**src/rtl/spi_ram_arbiter.sv**
```systemverilog
// Shares one single-port RAM between an SPI command stream and a local host port.
// SPI commands are decoded into a one-deep pending slot, and a round-robin pointer picks between SPI and host.
module spi_ram_arbiter #(
    parameter int unsigned ADDR_SIZE = 8,
    parameter int unsigned MEM_DEPTH = 256
) (
    input  logic                 clk,
    input  logic                 rst,
    input  logic [9:0]           rx_data,
    input  logic                 rx_valid,
    output logic [7:0]           tx_data,
    output logic                 tx_valid,
    input  logic                 host_req,
    input  logic                 host_we,
    input  logic [ADDR_SIZE-1:0] host_addr,
    input  logic [7:0]           host_wdata,
    output logic                 host_gnt,
    output logic [7:0]           host_rdata,
    output logic                 host_rvalid,
    output logic                 spi_ovf,
    output logic                 ram_en,
    output logic                 ram_we,
    output logic [ADDR_SIZE-1:0] ram_addr,
    output logic [7:0]           ram_wdata,
    input  logic [7:0]           ram_rdata
);

    localparam int unsigned DATA_W = 8;

    if (MEM_DEPTH != (32'd1 << ADDR_SIZE)) begin : g_depth_check
        $error("MEM_DEPTH must equal 2**ADDR_SIZE");
    end

    typedef enum logic [1:0] {S_IDLE, S_ACCESS, S_RD_WAIT} state_e;

    state_e                state_q, state_d;
    logic [ADDR_SIZE-1:0]  wr_addr_q, wr_addr_d, rd_addr_q, rd_addr_d;
    logic                  pend_q, pend_d, pend_we_q, pend_we_d;
    logic [ADDR_SIZE-1:0]  pend_addr_q, pend_addr_d;
    logic [DATA_W-1:0]     pend_data_q, pend_data_d;
    logic                  ovf_q, ovf_d;
    logic                  rr_host_q, rr_host_d;
    logic                  src_host_q, src_host_d, is_rd_q, is_rd_d;
    logic                  ram_en_q, ram_en_d, ram_we_q, ram_we_d;
    logic [ADDR_SIZE-1:0]  ram_addr_q, ram_addr_d;
    logic [DATA_W-1:0]     ram_wdata_q, ram_wdata_d;
    logic                  host_gnt_q, host_gnt_d, host_rvalid_q, host_rvalid_d;
    logic [DATA_W-1:0]     host_rdata_q, host_rdata_d;
    logic                  tx_valid_q, tx_valid_d;
    logic [DATA_W-1:0]     tx_data_q, tx_data_d;

    logic                  pick_host, spi_grant, tx_set;
    logic [1:0]            cmd;
    logic [DATA_W-1:0]     payload;

    assign cmd     = rx_data[9:8];
    assign payload = rx_data[7:0];

    always_comb begin
        state_d       = state_q;
        wr_addr_d     = wr_addr_q;
        rd_addr_d     = rd_addr_q;
        pend_d        = pend_q;
        pend_we_d     = pend_we_q;
        pend_addr_d   = pend_addr_q;
        pend_data_d   = pend_data_q;
        ovf_d         = ovf_q;
        rr_host_d     = rr_host_q;
        src_host_d    = src_host_q;
        is_rd_d       = is_rd_q;
        ram_en_d      = ram_en_q;
        ram_we_d      = ram_we_q;
        ram_addr_d    = ram_addr_q;
        ram_wdata_d   = ram_wdata_q;
        host_gnt_d    = 1'b0;
        host_rvalid_d = 1'b0;
        host_rdata_d  = host_rdata_q;
        tx_valid_d    = tx_valid_q;
        tx_data_d     = tx_data_q;
        pick_host     = 1'b0;
        spi_grant     = 1'b0;
        tx_set        = 1'b0;

        case (state_q)
            S_IDLE: begin
                if (host_req || pend_q) begin
                    // rr_host_q set means the host was not served last and wins a tie
                    pick_host  = host_req && (!pend_q || rr_host_q);
                    spi_grant  = !pick_host;
                    ram_en_d   = 1'b1;
                    host_gnt_d = pick_host;
                    if (pick_host) begin
                        ram_we_d    = host_we;
                        ram_addr_d  = host_addr;
                        ram_wdata_d = host_wdata;
                    end else begin
                        ram_we_d    = pend_we_q;
                        ram_addr_d  = pend_addr_q;
                        ram_wdata_d = pend_data_q;
                    end
                    src_host_d = pick_host;
                    is_rd_d    = !ram_we_d;
                    rr_host_d  = !pick_host;
                    state_d    = S_ACCESS;
                end
            end
            S_ACCESS: begin
                ram_en_d = 1'b0;
                state_d  = is_rd_q ? S_RD_WAIT : S_IDLE;
            end
            S_RD_WAIT: begin
                if (src_host_q) begin
                    host_rdata_d  = ram_rdata;
                    host_rvalid_d = 1'b1;
                end else begin
                    tx_data_d = ram_rdata;
                    tx_set    = 1'b1;
                end
                state_d = S_IDLE;
            end
            default: state_d = S_IDLE;
        endcase

        if (spi_grant) pend_d = 1'b0;

        // SPI command decode; a grant on this same edge frees the slot for a new op
        if (rx_valid) begin
            tx_valid_d = 1'b0;
            case (cmd)
                2'b00: wr_addr_d = ADDR_SIZE'(payload);
                2'b10: rd_addr_d = ADDR_SIZE'(payload);
                default: begin
                    if (!pend_q || spi_grant) begin
                        pend_d      = 1'b1;
                        pend_we_d   = (cmd == 2'b01);
                        pend_addr_d = (cmd == 2'b01) ? wr_addr_q : rd_addr_q;
                        pend_data_d = payload;
                    end else begin
                        ovf_d = 1'b1;
                    end
                end
            endcase
        end

        if (tx_set) tx_valid_d = 1'b1;
    end

    always_ff @(posedge clk) begin
        if (rst) begin
            state_q       <= S_IDLE;
            wr_addr_q     <= '0;
            rd_addr_q     <= '0;
            pend_q        <= 1'b0;
            pend_we_q     <= 1'b0;
            pend_addr_q   <= '0;
            pend_data_q   <= '0;
            ovf_q         <= 1'b0;
            rr_host_q     <= 1'b1;
            src_host_q    <= 1'b0;
            is_rd_q       <= 1'b0;
            ram_en_q      <= 1'b0;
            ram_we_q      <= 1'b0;
            ram_addr_q    <= '0;
            ram_wdata_q   <= '0;
            host_gnt_q    <= 1'b0;
            host_rvalid_q <= 1'b0;
            host_rdata_q  <= '0;
            tx_valid_q    <= 1'b0;
            tx_data_q     <= '0;
        end else begin
            state_q       <= state_d;
            wr_addr_q     <= wr_addr_d;
            rd_addr_q     <= rd_addr_d;
            pend_q        <= pend_d;
            pend_we_q     <= pend_we_d;
            pend_addr_q   <= pend_addr_d;
            pend_data_q   <= pend_data_d;
            ovf_q         <= ovf_d;
            rr_host_q     <= rr_host_d;
            src_host_q    <= src_host_d;
            is_rd_q       <= is_rd_d;
            ram_en_q      <= ram_en_d;
            ram_we_q      <= ram_we_d;
            ram_addr_q    <= ram_addr_d;
            ram_wdata_q   <= ram_wdata_d;
            host_gnt_q    <= host_gnt_d;
            host_rvalid_q <= host_rvalid_d;
            host_rdata_q  <= host_rdata_d;
            tx_valid_q    <= tx_valid_d;
            tx_data_q     <= tx_data_d;
        end
    end

    assign tx_data     = tx_data_q;
    assign tx_valid    = tx_valid_q;
    assign host_gnt    = host_gnt_q;
    assign host_rdata  = host_rdata_q;
    assign host_rvalid = host_rvalid_q;
    assign spi_ovf     = ovf_q;
    assign ram_en      = ram_en_q;
    assign ram_we      = ram_we_q;
    assign ram_addr    = ram_addr_q;
    assign ram_wdata   = ram_wdata_q;

endmodule

```
**config.mk**
```make
export PLATFORM = sky130hd
export DESIGN_NAME = spi_ram_arbiter
export DESIGN_NICKNAME = d
export VERILOG_FILES = /design/src/rtl/spi_ram_arbiter.sv
export SDC_FILE = /design/constraint.sdc
export NUM_CORES = 1
export LEC_CHECK = 0
export CORE_MARGIN = 1
export CORE_UTILIZATION = 44
export DETAILED_ROUTE_END_ITERATION = 10
export GPL_TIMING_DRIVEN = 1
export PLACE_DENSITY = 0.76
export REMOVE_ABC_BUFFERS = 1
export SLEW_MARGIN = 20
export SYNTH_ARGS = -nofsm -noshare
export SYNTH_HDL_FRONTEND = slang
export SYNTH_SLANG_ARGS = --single-unit
```
**constraint.sdc**
```tcl
create_clock -name clk -period 1.6 [get_ports clk]
set_input_delay 0.24 -clock clk [delete_from_list [all_inputs] [get_ports clk]]
set_output_delay 0.24 -clock clk [all_outputs]
set_load 0.005 [all_outputs]
```
# Word-level counts from Yosys, hierarchy flattened
# Cells that the tools add are included.
dict set report op_classes {
  muxes 22
  n_reduce_logical 22
  n_bitwise 6
  eq_ne 5
}
# op n
set ops {}
lappend ops {{8-bit 2-to-1 mux} 3}
lappend ops {{1-bit 2-to-1 mux} 15}
lappend ops {{2-bit AND reduction} 6}
lappend ops {{1-bit NOT} 6}
lappend ops {{3-bit AND reduction} 2}
lappend ops {{2-bit by 1-bit equality test with 1-bit output, second input constant} 2}
lappend ops {{2-bit equality test, second input constant} 2}
lappend ops {{2-bit zero test} 2}
lappend ops {{2-bit 2-to-1 mux} 2}
lappend ops {{2-bit case mux with 2 select lines} 1}
lappend ops {{2-bit nonzero test} 2}
lappend ops {{2-bit OR reduction} 2}
lappend ops {{1-bit zero test} 3}
lappend ops {{1-bit logical OR} 3}
lappend ops {{3-bit OR reduction} 1}
lappend ops {{2-bit inequality test, second input constant} 1}
lappend ops {{1-bit case mux with 2 select lines} 1}
lappend ops {{1-bit logical AND} 1}
dict set report totals {
  ff_bits 77
  inputBits 39
}

# Logic depth before layout (Yosys ltp)
dict set report logic_depth {
  word_depth 10
  depth_mapped 6
}

# Worst setup path after synthesis
# No wires, ideal clock.
dict set report synth_timing {
  path_type {reg-to-reg}
  from {register state_q[1]}
  to {register pend_data_q[7]}
  setup_ps 128
  stages_incl_launch_ff 6
  setup_slack_ps 140
  arrival_time_ps 1333
  synth_period_minus_slack_ps 1460
  cell_sequence {dfxtp_1 -> a211o_1 -> a21oi_4 -> buf_6 -> mux2i_1 -> nor2_1}
}
dict set report synth_via {
  elab_chain_len 4
}
# element line
set synth_lines {}
lappend synth_lines {{from (decl)} 36} ;# state_e state_q, state_d;
lappend synth_lines {{from (signal assigned)} 171} ;# state_q <= state_d;
lappend synth_lines {{2-bit zero test} 84} ;# case (state_q)
lappend synth_lines {{1-bit 2-to-1 mux} 84}
lappend synth_lines {{1-bit logical OR} 133} ;# if (!pend_q || spi_grant) begin
lappend synth_lines {{3-bit AND reduction (no line)} -}
lappend synth_lines {{to (signal assigned)} 177} ;# pend_data_q <= pend_data_d;
lappend synth_lines {{to (decl)} 40} ;# logic [DATA_W-1:0] pend_data_q, pend_data_d;
# Every way passes these cells.
# A chain may end at the register's enable or synchronous reset.

# Worst setup path after layout
dict set report layout_timing {
  from {register ram_addr_q[3] (netlist: ram_addr[3])}
  to {output port ram_addr[3]}
}
# element line
set layout_lines {}
lappend layout_lines {{from (decl)} 45} ;# logic [ADDR_SIZE-1:0] ram_addr_q, ram_addr_d;
lappend layout_lines {{from (signal assigned)} 184} ;# ram_addr_q <= ram_addr_d;
lappend layout_lines {{to (decl)} 23} ;# output logic [ADDR_SIZE-1:0] ram_addr,
# No word-level cell between the ends.

==> metrics.cfg <==
[outcome]
status=finished with violations
violations=DRC

[critical_path]
required_ns=1.36
cp-start-kind=register
cp_data_arrival_time_ns=1.22
end_kind=output pin
crit_path_cell_trace=clkdlybuf4s50_1
critPathMaxStageDelay_ns=0.53
path_max_fanout=2
criticalPathCategory=register to output pin
crit_slowest_cell=clkdlybuf4s50_1
crit_family=buffers and inverters
crit_buf_inv=1

[floorplan]
initial_utilization_pct=46.3
rows=29
io_pins=77
die_x_um=84.5
core_area_um2=6460
die_area_um2=7130
die_y_um=84.5

[synthesis]
synth-edff-count=0
synth_flop_cell=dfxtp_1
yosysTopAreaCellShare_pct=51.5
synth.most_common_cell=dfxtp_1
synth_cell_types=28
synth_area_um2=2990
yosys-top-cells-count=77 x dfxtp_1, 72 x nor2_1, 48 x mux2i_1
synth_top_cell_by_area=dfxtp_1
netlist_instances=309
synthArstFlopShare_pct=0
yosysSeqAreaShare_pct=51.5
synthTopCellsByArea=dfxtp_1 52%, mux2i_1 16%, nor2_1 9.0%
syn_avg_cell_area_um2=9.68
ys_seq_elements=77
yosys_warnings=0

[timing]
min_period_ns=1.46
clock.fmax_mhz=686
fin_setup_tns_ns=0
slew_headroom_pct=69.3
finalSetupViolCount=0
rsz0062_at_grt=no
hold_violations=0
fin_skew_ns=0.0116
post-route-period-util_pct=91.1
setup_ws_ns=0.142
maxSlewViolCount=0
worst_pin_slew_ns=0.460

[route]
ant_nets=0
wl_met3_um=202
wirelength_um=7120
vias_per_cell=5.13
route.vias.total=2440
top_layer_used=met4
drc=4
drt-pass1-iter-count=7
drt_iter0_drc=75
wire_per_inst_um=15.0
wl_met2_um=3540
wl_met1_um=3210

[clock_tree]
cts_inserted_buffers=9
ctsHoldBuffers=0
cts_buffer_depth=2
clockRootBuffer=clkbuf_8
htree_levels=3
cts_setup_buffers=0
cts.sinks=77
clk-insertion-delay-late_ns=0.35
clk_pin_slew_ns=0.08
cts_tree=done
cts_resized=0

[hold_path]
hp-class=primary input to register

[layout]
fillers=525
syn_to_final_growth_pct=38.9
final_util_pct=64.3
antenna-diode-count=0
layout.nets=434
instances_no_fill=476
drive_above_1_share_pct=11.8

[place]
gp_congestion=0.770
dp.final_hpwl_um=5070
placed_cells=461
dp_slack_ns=-0.198
io_buffers=76

[global_routing]
grt_start_max_net_pins=27
gr-total-overflow=0
grt_pass1_wl_um=11900
grt_usage_pct=21.4
grt_pass1_vias=2534
antenna_found_initial=0

[power]
powerDensity_nw_per_um2=967
leakagePower_nw=1.64
irDropWorstVdd_uv=798

[run]
cap_violations=0

[layout make-up]
| cell class | count | area (um^2) | area share (%) |
|---|---|---|---|
| clock buffer | 14 | 173 | 4.16 |
| inverter | 3 | 11.3 | 0.271 |
| tap | 77 | 96.3 | 2.32 |
| multi-input combinational | 206 | 1330 | 32.0 |
| clock inverter | 1 | 5.00 | 0.120 |
| timing repair buffer | 98 | 996 | 24.0 |
| sequential | 77 | 1540 | 37.1 |
[cell usage in the layout (no fill, tap or decap), types with 2 or more instances in the layout]
master            n
dfxtp_1          77
clkdlybuf4s50_1  75
nor2_1           72
mux2i_1          48
nand2_1          21
nand3_1          18
a311oi_1         16
buf_4            16
clkbuf_8         12
a211oi_2          9
buf_12            6
a21oi_1           5
inv_1             3
o21a_1            2
o21ai_0           2
clkbuf_1          2
[layer usage]
metal / GRT usage, % / up-vias
met1: 25.6 / 1144
met4: 9.71 / 0
met5: 0 / -
li1: - / 1239
met3: 5.11 / 16
met2: 36.4 / 41
[worst paths after layout]
path / from / end / slack, ns / cells after the start
max: ram_addr[3] / ram_addr[3] / 0.14 / 1
min: rst / rd_addr_q[7] / 0.32 / 2
max reg2reg: state_q[1] / pend_data_q[4] / 0.15 / 5
min reg2reg: is_rd_q / is_rd_q / 0.45 / 2
[power breakdown]
part | switching, mW | internal (mW) | total [mW]
combinational | 0.266 | 0.335 | 0.601
clock | 0.661 | 0.682 | 1.34
sequential | 0.0548 | 2.02 | 2.07
[flip-flops by register name, indices dropped and copies added (netlist names), 2 cells and up]
name	flops
host_rdata	8
rd_addr_q	8
state_q	2
pend_data_q	8
ram_wdata	8
tx_data	8
wr_addr_q	8
ram_addr	8
pend_addr_q	8
[cells by family after synthesis]
| group | share of synthesized area (%) |
|---|---|
| simple gates | 16.4 |
| flops | 51.5 |
| mux | 16.1 |
| compound gates | 12.0 |
| buf+inv | 3.97 |
[per-stage QoR]
step           instance area (um^2)  total power, mW  hold WS (ns)
6_report                       4150             4.02         0.325
5_1_grt                        4150             4.19         0.339
4_1_cts                        4150             4.05         0.317
3_5_place_dp                   3980             2.72         0.446
3_3_place_gp                   3980             2.70         0.445
2_1_floorplan                  2880             2.34         0.305
Note: power is estimated with default switching activity, not from simulation.
